File: config.mk
export PLATFORM = sky130hd
export DESIGN_NAME = konix_load_arbiter
export DESIGN_NICKNAME = d
export VERILOG_FILES = /design/src/rtl/konix_pkg.sv /design/src/rtl/konix_ioctl_buf.sv /design/src/rtl/konix_load_arbiter.sv
export SDC_FILE = /design/constraint.sdc
export NUM_CORES = 1
export LEC_CHECK = 0
export CORE_AREA = 5 5 117 119
export DETAILED_ROUTE_END_ITERATION = 8
export DIE_AREA = 0 0 122 124
export PLACE_DENSITY = 0.71
export SLEW_MARGIN = 0
export SYNTH_ARGS = -nofsm -noshare
export SYNTH_HDL_FRONTEND = slang
export SYNTH_SLANG_ARGS = --single-unit
export TNS_END_PERCENT = 50
File: constraint.sdc
create_clock -name clk_sys -period 2.5 [get_ports clk_sys]
set_input_delay 0.5 -clock clk_sys [delete_from_list [all_inputs] [get_ports clk_sys]]
set_output_delay 0.5 -clock clk_sys [all_outputs]
set_load 0.005 [all_outputs]
File: src/rtl/konix_pkg.sv
// Shared types and defaults for the Konix download/CPU RAM arbiter.
package konix_pkg;

    localparam logic [7:0] LOAD_INDEX_DEF = 8'd4;
    localparam int unsigned IOCTL_AW = 27;

    typedef enum logic [2:0] {
        IDLE,
        CPU_ACC,
        CPU_ACK,
        LOAD,
        LOAD_WR,
        HOLD
    } state_e;

endpackage

File: src/rtl/konix_ioctl_buf.sv
// One-entry holding register for a download byte and its file offset.
module konix_ioctl_buf
    import konix_pkg::*;
(
    input  logic                clk_sys,
    input  logic                reset_n,
    input  logic                capture_i,
    input  logic [IOCTL_AW-1:0] addr_i,
    input  logic [7:0]          data_i,
    input  logic                release_i,
    output logic                full_o,
    output logic [IOCTL_AW-1:0] addr_o,
    output logic [7:0]          data_o
);

    logic                full_q;
    logic [IOCTL_AW-1:0] addr_q;
    logic [7:0]          data_q;

    // A capture in the release cycle wins so back-to-back bytes are not lost.
    always_ff @(posedge clk_sys or negedge reset_n) begin
        if (!reset_n) begin
            full_q <= 1'b0;
            addr_q <= '0;
            data_q <= '0;
        end else if (capture_i) begin
            full_q <= 1'b1;
            addr_q <= addr_i;
            data_q <= data_i;
        end else if (release_i) begin
            full_q <= 1'b0;
        end
    end

    assign full_o = full_q;
    assign addr_o = addr_q;
    assign data_o = data_q;

endmodule

File: src/rtl/konix_load_arbiter.sv
// Shares one RAM port between the Konix CPU and the HPS file download,
// holding the machine in reset while a download is in progress.
//   state   | meaning
//   IDLE    | no access; download start has priority over CPU request
//   CPU_ACC | RAM cycle for the CPU access in flight
//   CPU_ACK | ack pulse, read data taken straight from the RAM
//   LOAD    | download active, waiting for a buffered byte
//   LOAD_WR | RAM write of the buffered byte
//   HOLD    | download done, sys_hold kept for HOLD_CYCLES
module konix_load_arbiter
    import konix_pkg::*;
#(
    parameter logic [7:0]        LOAD_INDEX  = LOAD_INDEX_DEF,
    parameter int                RAM_AW      = 20,
    parameter logic [RAM_AW-1:0] LOAD_BASE   = '0,
    parameter int                HOLD_CYCLES = 16
) (
    input  logic                clk_sys,
    input  logic                reset_n,
    input  logic                ioctl_download,
    input  logic [15:0]         ioctl_index,
    input  logic                ioctl_wr,
    input  logic [26:0]         ioctl_addr,
    input  logic [7:0]          ioctl_dout,
    output logic                ioctl_wait,
    input  logic                cpu_req,
    input  logic                cpu_we,
    input  logic [RAM_AW-1:0]   cpu_addr,
    input  logic [7:0]          cpu_wdata,
    output logic                cpu_ack,
    output logic [7:0]          cpu_rdata,
    output logic                ram_ce,
    output logic                ram_we,
    output logic [RAM_AW-1:0]   ram_addr,
    output logic [7:0]          ram_wdata,
    input  logic [7:0]          ram_rdata,
    output logic                sys_hold,
    output logic [26:0]         load_count,
    output logic                load_ovf
);

    localparam int HCW = $clog2(HOLD_CYCLES + 1);
    localparam logic [HCW-1:0] HOLD_INIT = HCW'(HOLD_CYCLES - 1);

    state_e              state_q, state_d;
    logic                sys_hold_q, sys_hold_d;
    logic [HCW-1:0]      hold_cnt_q, hold_cnt_d;
    logic                ram_ce_q, ram_ce_d;
    logic                ram_we_q, ram_we_d;
    logic [RAM_AW-1:0]   ram_addr_q, ram_addr_d;
    logic [7:0]          ram_wdata_q, ram_wdata_d;
    logic                cpu_ack_q, cpu_ack_d;
    logic [26:0]         load_count_q, load_count_d;
    logic                load_ovf_q, load_ovf_d;

    logic                dl_active;
    logic                buf_full;
    logic                buf_release;
    logic [26:0]         buf_addr;
    logic [7:0]          buf_data;
    logic [27:0]         load_sum;
    logic                load_oob;
    logic                unused_idx;

    assign dl_active  = ioctl_download && (ioctl_index[7:0] == LOAD_INDEX);
    assign unused_idx = ^ioctl_index[15:8];

    konix_ioctl_buf u_buf (
        .clk_sys   (clk_sys),
        .reset_n   (reset_n),
        .capture_i (dl_active && ioctl_wr),
        .addr_i    (ioctl_addr),
        .data_i    (ioctl_dout),
        .release_i (buf_release),
        .full_o    (buf_full),
        .addr_o    (buf_addr),
        .data_o    (buf_data)
    );

    // One extra bit so a base near the top of RAM cannot wrap silently.
    assign load_sum = 28'(LOAD_BASE) + {1'b0, buf_addr};
    assign load_oob = (load_sum >> RAM_AW) != 28'd0;

    always_ff @(posedge clk_sys or negedge reset_n) begin
        if (!reset_n) begin
            state_q      <= IDLE;
            sys_hold_q   <= 1'b1;
            hold_cnt_q   <= '0;
            ram_ce_q     <= 1'b0;
            ram_we_q     <= 1'b0;
            ram_addr_q   <= '0;
            ram_wdata_q  <= '0;
            cpu_ack_q    <= 1'b0;
            load_count_q <= '0;
            load_ovf_q   <= 1'b0;
        end else begin
            state_q      <= state_d;
            sys_hold_q   <= sys_hold_d;
            hold_cnt_q   <= hold_cnt_d;
            ram_ce_q     <= ram_ce_d;
            ram_we_q     <= ram_we_d;
            ram_addr_q   <= ram_addr_d;
            ram_wdata_q  <= ram_wdata_d;
            cpu_ack_q    <= cpu_ack_d;
            load_count_q <= load_count_d;
            load_ovf_q   <= load_ovf_d;
        end
    end

    always_comb begin
        state_d      = state_q;
        sys_hold_d   = sys_hold_q;
        hold_cnt_d   = hold_cnt_q;
        ram_ce_d     = 1'b0;
        ram_we_d     = 1'b0;
        ram_addr_d   = ram_addr_q;
        ram_wdata_d  = ram_wdata_q;
        cpu_ack_d    = 1'b0;
        load_count_d = load_count_q;
        load_ovf_d   = load_ovf_q;
        buf_release  = 1'b0;
        unique case (state_q)
            IDLE: begin
                sys_hold_d = 1'b0;
                if (dl_active) begin
                    state_d      = LOAD;
                    sys_hold_d   = 1'b1;
                    load_count_d = '0;
                    load_ovf_d   = 1'b0;
                end else if (cpu_req) begin
                    state_d     = CPU_ACC;
                    ram_ce_d    = 1'b1;
                    ram_we_d    = cpu_we;
                    ram_addr_d  = cpu_addr;
                    ram_wdata_d = cpu_wdata;
                end
            end
            CPU_ACC: begin
                state_d   = CPU_ACK;
                cpu_ack_d = 1'b1;
            end
            CPU_ACK: state_d = IDLE;
            LOAD: begin
                if (buf_full) begin
                    state_d     = LOAD_WR;
                    buf_release = 1'b1;
                    if (load_oob) begin
                        load_ovf_d = 1'b1;
                    end else begin
                        ram_ce_d     = 1'b1;
                        ram_we_d     = 1'b1;
                        ram_addr_d   = load_sum[RAM_AW-1:0];
                        ram_wdata_d  = buf_data;
                        load_count_d = load_count_q + 27'd1;
                    end
                end else if (!dl_active) begin
                    state_d    = HOLD;
                    hold_cnt_d = HOLD_INIT;
                end
            end
            LOAD_WR: state_d = LOAD;
            HOLD: begin
                // A restart here is a new download: counters start over.
                if (dl_active) begin
                    state_d      = LOAD;
                    load_count_d = '0;
                    load_ovf_d   = 1'b0;
                end else if (hold_cnt_q == '0) begin
                    state_d    = IDLE;
                    sys_hold_d = 1'b0;
                end else begin
                    hold_cnt_d = hold_cnt_q - 1'b1;
                end
            end
            default: state_d = IDLE;
        endcase
    end

    assign ioctl_wait = buf_full;
    assign cpu_ack    = cpu_ack_q;
    assign cpu_rdata  = cpu_ack_q ? ram_rdata : 8'h00;
    assign ram_ce     = ram_ce_q;
    assign ram_we     = ram_we_q;
    assign ram_addr   = ram_addr_q;
    assign ram_wdata  = ram_wdata_q;
    assign sys_hold   = sys_hold_q;
    assign load_count = load_count_q;
    assign load_ovf   = load_ovf_q;

endmodule

==> flow_summary_export.csv, run 1 <==
group,metric,value,unit
logic_synthesis,async_flop_share,100,%
detailed_routing,wl_met3,1330,microns
sta,min_period,2.26,ns
power,leakagePower,0.00294,uW
global_route,grt_pass1_wl,20700,microns
floorplanning,fp.dieW,122,microns
clock_network,cts_tree,"yes",
critical_path,endpoint_kind,"flop",
logic_synthesis,postSynthNetCount,503,
critical_path,cp_num_buf_inv,0,
placement,gp_congestion,0.812,
floorplanning,start_util,39.5,%
layout,utilization,55.8,%
sta,fmax,0.443,GHz
flow_run,max_cap_violations,0,
global_route,grt_overflow,0,
floorplanning,rows,41,
power,p_per_area,883,nW/um^2
placement,placed_cells,723,
detailed_routing,dr.pass1.iters,4,
critical_path,worstSetupStartpointType,"flop",
detailed_routing,wl_met1,5020,microns
critical_path,cpLargestDelayFamily,"simple AND/OR/NAND/NOR gates",
logic_synthesis,synthSimpleGateAreaFrac,13.9,%
logic_synthesis,synth_edf_count,0,
logic_synthesis,synth_xor_area_share,0.533,%
floorplanning,die-area,15100,sq um
clock_network,clockBufferDepth,2,
sta,hold_viol,0,
detailed_routing,drcViolationCount,0,
global_route,grt_pass1_vias,4076,
clock_network,cts_htree_levels,3,
detailed_routing,vias_per_cell,5.25,
critical_path,max_stage_delay,0.61,ns
sta,rsz0062_at_grt,"false",
logic_synthesis,synth_seq_area_share,52.9,%
logic_synthesis,yosysWarnings,0,
layout,drive_above_1_share,21.6,%
floorplanning,fp.dieH,124,microns
logic_synthesis,synth_compound_area_share,8.53,%
detailed_routing,routed_wl,12400,microns
critical_path,r2r_start,"state_q[1]$_DFFE_PN0P_",
layout,syn_to_final_growth,41.3,%
logic_synthesis,yosys.area_share.adder,0.508,%
critical_path,slowest_stage,"or4_1",
logic_synthesis,postSynthAreaPerCell,12.1,sq um
logic_synthesis,synth_seq_cells,104,
logic_synthesis,synth_top_family_by_area,"multiplexers",
layout,n_antenna_cell,0,
detailed_routing,top_layer,"met4",
floorplanning,ios,162,
sta,slew_headroom,60.8,%
sta,setup_viol,0,
global_route,grt_usage,17.3,%
clock_network,cts.sinks,104,
sta,final-max-slew-violation-count,0,
clock_network,hold_buffers,0,
placement,dpl.hpwl,9000,microns
global_route,antenna_found_initial,0,
critical_path,crit_type,"flop to flop",
layout,fin_nets,657,
detailed_routing,wl_per_cell,16.8,microns
critical_path,cp_cell_sequence,"and4b_1 > nand3_1 > or4_1 > a21oi_1",
clock_network,insertion_delay,0.35,ns
clock_network,clkTransAtPathRegs,0.07,ns
sta,worstMarginPinSlew,0.588,ns
detailed_routing,initialDrtViolationCount,223,
clock_network,cts-root-buf,"clkbuf_16",
global_route,grt_max_degree,49,
placement,port_buffers,153,
critical_path,crit_start,"state_q[1]$_DFFE_PN0P_",
power,ir_worst_vdd,0.447,mV
logic_synthesis,netlist_area,4930,sq um
critical_path,crit_arrival,2.52,ns
critical_path,cp_max_fo,12,
logic_synthesis,yosysUniqueCellTypes,47,
logic_synthesis,ys.flop_type,"dfrtp_1",
clock_network,cts_inserted_buffers,9,
layout,stdcell_count,738,
critical_path,worstPathRequired,2.77,ns
sta,fin_setup_tns,0,ns
outcome,run_status,"complete, no violations",
clock_network,cts_setup_buffers,0,
logic_synthesis,synthMuxAreaShare,21.2,%
detailed_routing,ant_nets,0,
detailed_routing,dr_wl_met2,5870,microns
sta,clock_skew,0.00672,ns
logic_synthesis,synthCells,408,
sta,fin_crit_sh,90.3,%
min_path,hold_path_class,"input pin to async pin",
floorplanning,core,12500,sq um
clock_network,ctsResizeCount,0,
detailed_routing,vias,3874,
-- area by class of cell --
type | instances | area [sq um]
Clock inverter | 2 | 16.3
Sequential cell | 104 | 2600
Timing Repair Buffer | 164 | 1650
Fill cell | 1068 | 5510
Multi-Input combinational cell | 277 | 2200
Tap cell | 172 | 215
Inverter | 6 | 22.5
Clock buffer | 13 | 250
-- path summary, 6_finish.rpt --
check,end,slack [ns],cells after the start
setup / recovery,load_count[6]$_DFFE_PN0P_,0.24,4
hold / removal,u_buf.addr_o[4]$_DFFE_PN0P_,0.16,1
setup reg to reg,load_count[6]$_DFFE_PN0P_,0.24,4
hold reg to reg,u_buf.data_o[3]$_DFFE_PN0P_,0.50,1
max in group asynchronous,load_count[23]$_DFFE_PN0P_,1.70,2
min in group clk_sys,u_buf.data_o[3]$_DFFE_PN0P_,0.50,1
-- report_power, final --
group	switching (uW)	leakage, uW	total [uW]	internal [uW]
Clock	603	0.000126	1300	701
Sequential	367	0.00124	2480	2110
Combinational	903	0.00157	2360	1460
Total	1870	0.00294	6150	4270
-- flip-flops by register name, summed over array words and instances, names as in the netlist --
signal,cells
load_count,27
u_buf.addr_o,27
ram_addr,20
ram_wdata,8
u_buf.data_o,8
hold_cnt_q,5
state_q,3
cpu_ack,1
load_ovf,1
ram_ce,1
ram_we,1
sys_hold,1
u_buf.full_o,1
-- synth_stat cells (2+ instances only) --
master,n,share of area [%]
and4_1,6,1.1
nand3_1,9,0.91
buf_4,3,0.46
nor2b_1,2,0.25
nand4_1,12,1.5
or4_1,17,2.6
nand2_1,18,1.4
a31oi_1,2,0.25
or3_1,4,0.51
nand3b_1,2,0.30
o21ai_0,9,0.91
a21oi_1,24,2.4
o22a_1,2,0.36
o21bai_1,2,0.30
clkbuf_1,10,0.76
buf_2,7,0.71
and2_1,11,1.4
ha_1,2,0.51
mux2_2,91,21
and3_1,4,0.51
nor2_1,10,0.76
dfrtp_1,103,52
xor2_1,3,0.53
o31ai_1,17,2.6
nor3_1,8,0.81
o22ai_1,3,0.38
inv_1,6,0.46
mux2i_1,2,0.41
-- stage by stage --
step	power, uW	instance area (sq um)	hold WS [ns]	setup WS [ns]
3_5_place_dp	4890	6690	0.494	0.137
3_3_place_gp	4820	6690	0.484	0.171
4_1_cts	6230	6960	0.175	0.283
5_1_grt	6550	6960	0.202	0.0557
2_1_floorplan	3610	4930	0.204	0.511
6_report	6150	6960	0.157	0.243
-- kinds of logic after synthesis --
family | after synthesis
simple gates | 112
flops | 104
mux | 93
compound gates | 67
buf+inv | 27
xor+xnor | 3
fa+ha+maj | 2
-- placed cells by master, fill, tap and decap left out, types with 4 or more instances in the layout --
cell	instances
mux2_2	91
or4_1	17
nand4_1	12
and3_1	4
o31ai_1	17
buf_4	9
clkdlybuf4s50_1	152
and4_1	6
nand3_1	9
a21oi_1	24
clkbuf_16	9
nor3_1	8
nor2_1	10
or3_1	4
dfrtp_1	103
inv_1	6
and2_1	11
nand2_1	18
o21ai_0	9
-- layer usage --
layer / track usage [%] / vias up
li1: - / 1849
met1: 20.8 / 1869
met2: 27.8 / 146
met3: 7.77 / 10
met4: 5.67 / 0
met5: 0 / -
No activity file was read; power rests on OpenSTA's default activity.
==> inputs of run 2 (changes only) <==
--- a/config.mk
+++ b/config.mk
@@ -6,9 +6,10 @@
 export NUM_CORES = 1
 export LEC_CHECK = 0
 export CORE_AREA = 5 5 117 119
+export CTS_CLUSTER_DIAMETER = 100
 export DETAILED_ROUTE_END_ITERATION = 8
 export DIE_AREA = 0 0 122 124
-export PLACE_DENSITY = 0.71
+export PLACE_DENSITY = 0.82
 export SLEW_MARGIN = 0
 export SYNTH_ARGS = -nofsm -noshare
 export SYNTH_HDL_FRONTEND = slang
==> run 2 against run 1 <==
Effect of this change:
- clock skew rose by 0.00061 ns
- total power increased by 3.8%
- highest routed layer unchanged
- worst setup slack better by 0.14 ns
- combinational power increased by 2%
- register-to-register slack better by 0.14 ns
- via count rose by 0.49%
- sequential share of layout area fell by 0.58 points
- cell count grew 0.81%
- first-iteration DRC count up 22%
- critical path type unchanged
- routed wire length up 0.33%
==> flow_summary_export.csv, run 2 (synthesis results as in run 1) <==
group,metric,value,unit
outcome,run_status,"complete, no violations",
floorplanning,start_util,39.5,%
sta,min_period,2.11,ns
clock_network,cts_tree,"yes",
floorplanning,rows,41,
placement,port_buffers,153,
detailed_routing,ant_nets,0,
clock_network,clkTransAtPathRegs,0.07,ns
global_route,antenna_found_initial,0,
detailed_routing,dr.pass1.iters,4,
detailed_routing,drcViolationCount,0,
critical_path,r2r-end,"load_count[26]$_DFFE_PN0P_",
sta,rsz0062_at_grt,"false",
layout,mostFrequentLayoutCell,"clkdlybuf4s50_1",
clock_network,cts_setup_buffers,0,
power,clkPwrFrac,23.4,%
detailed_routing,wl_per_cell,16.7,microns
critical_path,worstPathRequired,2.77,ns
critical_path,crit_top_cell,"buf_4",
power,leakagePower,0.00301,uW
sta,clock_skew,0.00733,ns
layout,fin_nets,662,
placement,gp_congestion,0.850,
clock_network,cts-root-buf,"clkbuf_16",
sta,final-max-slew-violation-count,0,
global_route,grt_overflow,0,
layout,regArea,2600,sq um
critical_path,max_stage_delay,0.52,ns
critical_path,slowest_stage,"or4_1",
detailed_routing,vias_per_cell,5.23,
layout,syn_to_final_growth,43.5,%
detailed_routing,initialDrtViolationCount,273,
layout,stdcell_count,744,
sta,fin_crit_sh,84.5,%
detailed_routing,vias,3893,
floorplanning,die-area,15100,sq um
clock_network,insertion_delay,0.35,ns
critical_path,cp_max_fo,20,
layout,final_cell_mix,"clkdlybuf4s50_1, dfrtp_1, mux2_2, a21oi_1, nand2_1",
power,comb_power_share,37.8,%
sta,slew_headroom,66.5,%
critical_path,crit_arrival,2.39,ns
power,power_switching,1910,uW
clock_network,cts.sinks,104,
power,power,6380,uW
layout,n_antenna_cell,0,
critical_path,r2r_start,"state_q[2]$_DFFE_PN0P_",
clock_network,hold_buffers,0,
sta,holdWs,0.0586,ns
layout,n_fill_cell,1032,
layout,utilization,56.7,%
critical_path,worstRegToRegCells,6,
power,p_sw_share,30.0,%
global_route,grt_usage,17.1,%
clock_network,cts_htree_levels,3,
floorplanning,fp.dieW,122,microns
layout,drive_above_1_share,22.9,%
power,p_per_area,902,nW/um^2
global_route,grt_max_degree,48,
floorplanning,fp.dieH,124,microns
min_path,hold_path_class,"input pin to async pin",
power,p_int,4460,uW
global_route,grt_pass1_vias,4112,
sta,fmax,0.473,GHz
critical_path,endpoint_kind,"flop",
layout,multiInputGateArea,2200,sq um
clock_network,clockBufferDepth,2,
clock_network,cts_inserted_buffers,9,
floorplanning,core,12500,sq um
sta,hold_viol,0,
global_route,grt_pass1_wl,20300,microns
sta,fin_setup_tns,0,ns
critical_path,worstSetupStartpointType,"flop",
flow_run,max_cap_violations,0,
power,power_frac_seq,38.8,%
placement,placed_cells,728,
sta,setup_viol,0,
critical_path,crit_type,"flop to flop",
floorplanning,ios,162,
sta,worstMarginPinSlew,0.501,ns
clock_network,ctsResizeCount,0,
power,ir_worst_vdd,0.469,mV
critical_path,reg2reg_setup_slack,0.39,ns
detailed_routing,routed_wl,12400,microns
placement,dpl.hpwl,9300,microns
critical_path,cp_cell_sequence,"and4b_1 > buf_4 > nand4_1 > buf_4 > or4_1 > a21oi_1",
[run 2: how the worst max path moves through the flow]
stage,startpoint,to,slack (ns)
CTS,state_q[2]$_DFFE_PN0P_,load_count[26]$_DFFE_PN0P_,0.39
floorplan,u_buf.addr_o[22]$_DFFE_PN0P_,ram_addr[0]$_DFFE_PN0P_,0.51
finish,state_q[2]$_DFFE_PN0P_,load_count[26]$_DFFE_PN0P_,0.39
global route,state_q[1]$_DFFE_PN0P_,load_count[26]$_DFFE_PN0P_,0.30
detailed placement,ioctl_index[1],u_buf.data_o[3]$_DFFE_PN0P_,0.26
global placement,ioctl_index[1],u_buf.addr_o[2]$_DFFE_PN0P_,0.29
[run 2: critical path, delay by kind of cell (launching register included)]
family / cells / cell delay [ns]
buffers and inverters: 2 / 0.38
AND/OR/NAND/NOR: 3 / 1.02
AO/OA/AOI/OAI: 1 / 0.17
flip-flops: 1 / 0.46
[run 2: per-layer routing]
| metal | vias up | routed length [microns] | global-route usage [%] |
|---|---|---|---|
| li1 | 1853 | - | - |
| met1 | 1903 | 4770 | 18.7 |
| met2 | 119 | 6200 | 29.8 |
| met3 | 18 | 1230 | 7.31 |
| met4 | 0 | 208 | 6.37 |
| met5 | - | 0 | 0 |
[run 2: power groups by stage]
| stage | Clock [uW] | Combinational, uW | Sequential (uW) |
|---|---|---|---|
| 6_report | 1490 | 2410 | 2480 |
| 5_1_grt | 1610 | 2630 | 2540 |
| 4_1_cts | 1540 | 2460 | 2470 |
| 3_5_place_dp | 0 | 2440 | 2500 |
| 3_3_place_gp | 0 | 2370 | 2460 |
| 2_1_floorplan | 0 | 1190 | 2420 |
[run 2: final cells by class]
| class | count | share of cell area, % |
|---|---|---|
| multi-input combinational | 277 | 31.2 |
| clock buffer | 12 | 3.77 |
| timing repair buffer | 169 | 24.0 |
| sequential | 104 | 36.8 |
| inverter | 6 | 0.319 |
| clock inverter | 4 | 0.832 |
| tap | 172 | 3.04 |
[run 2: metrics by stage]
step           setup WS, ns  area, sq um
2_1_floorplan         0.511         4930
3_3_place_gp          0.288         6740
3_5_place_dp          0.265         6740
4_1_cts               0.392         7070
5_1_grt               0.295         7070
6_report              0.387         7070
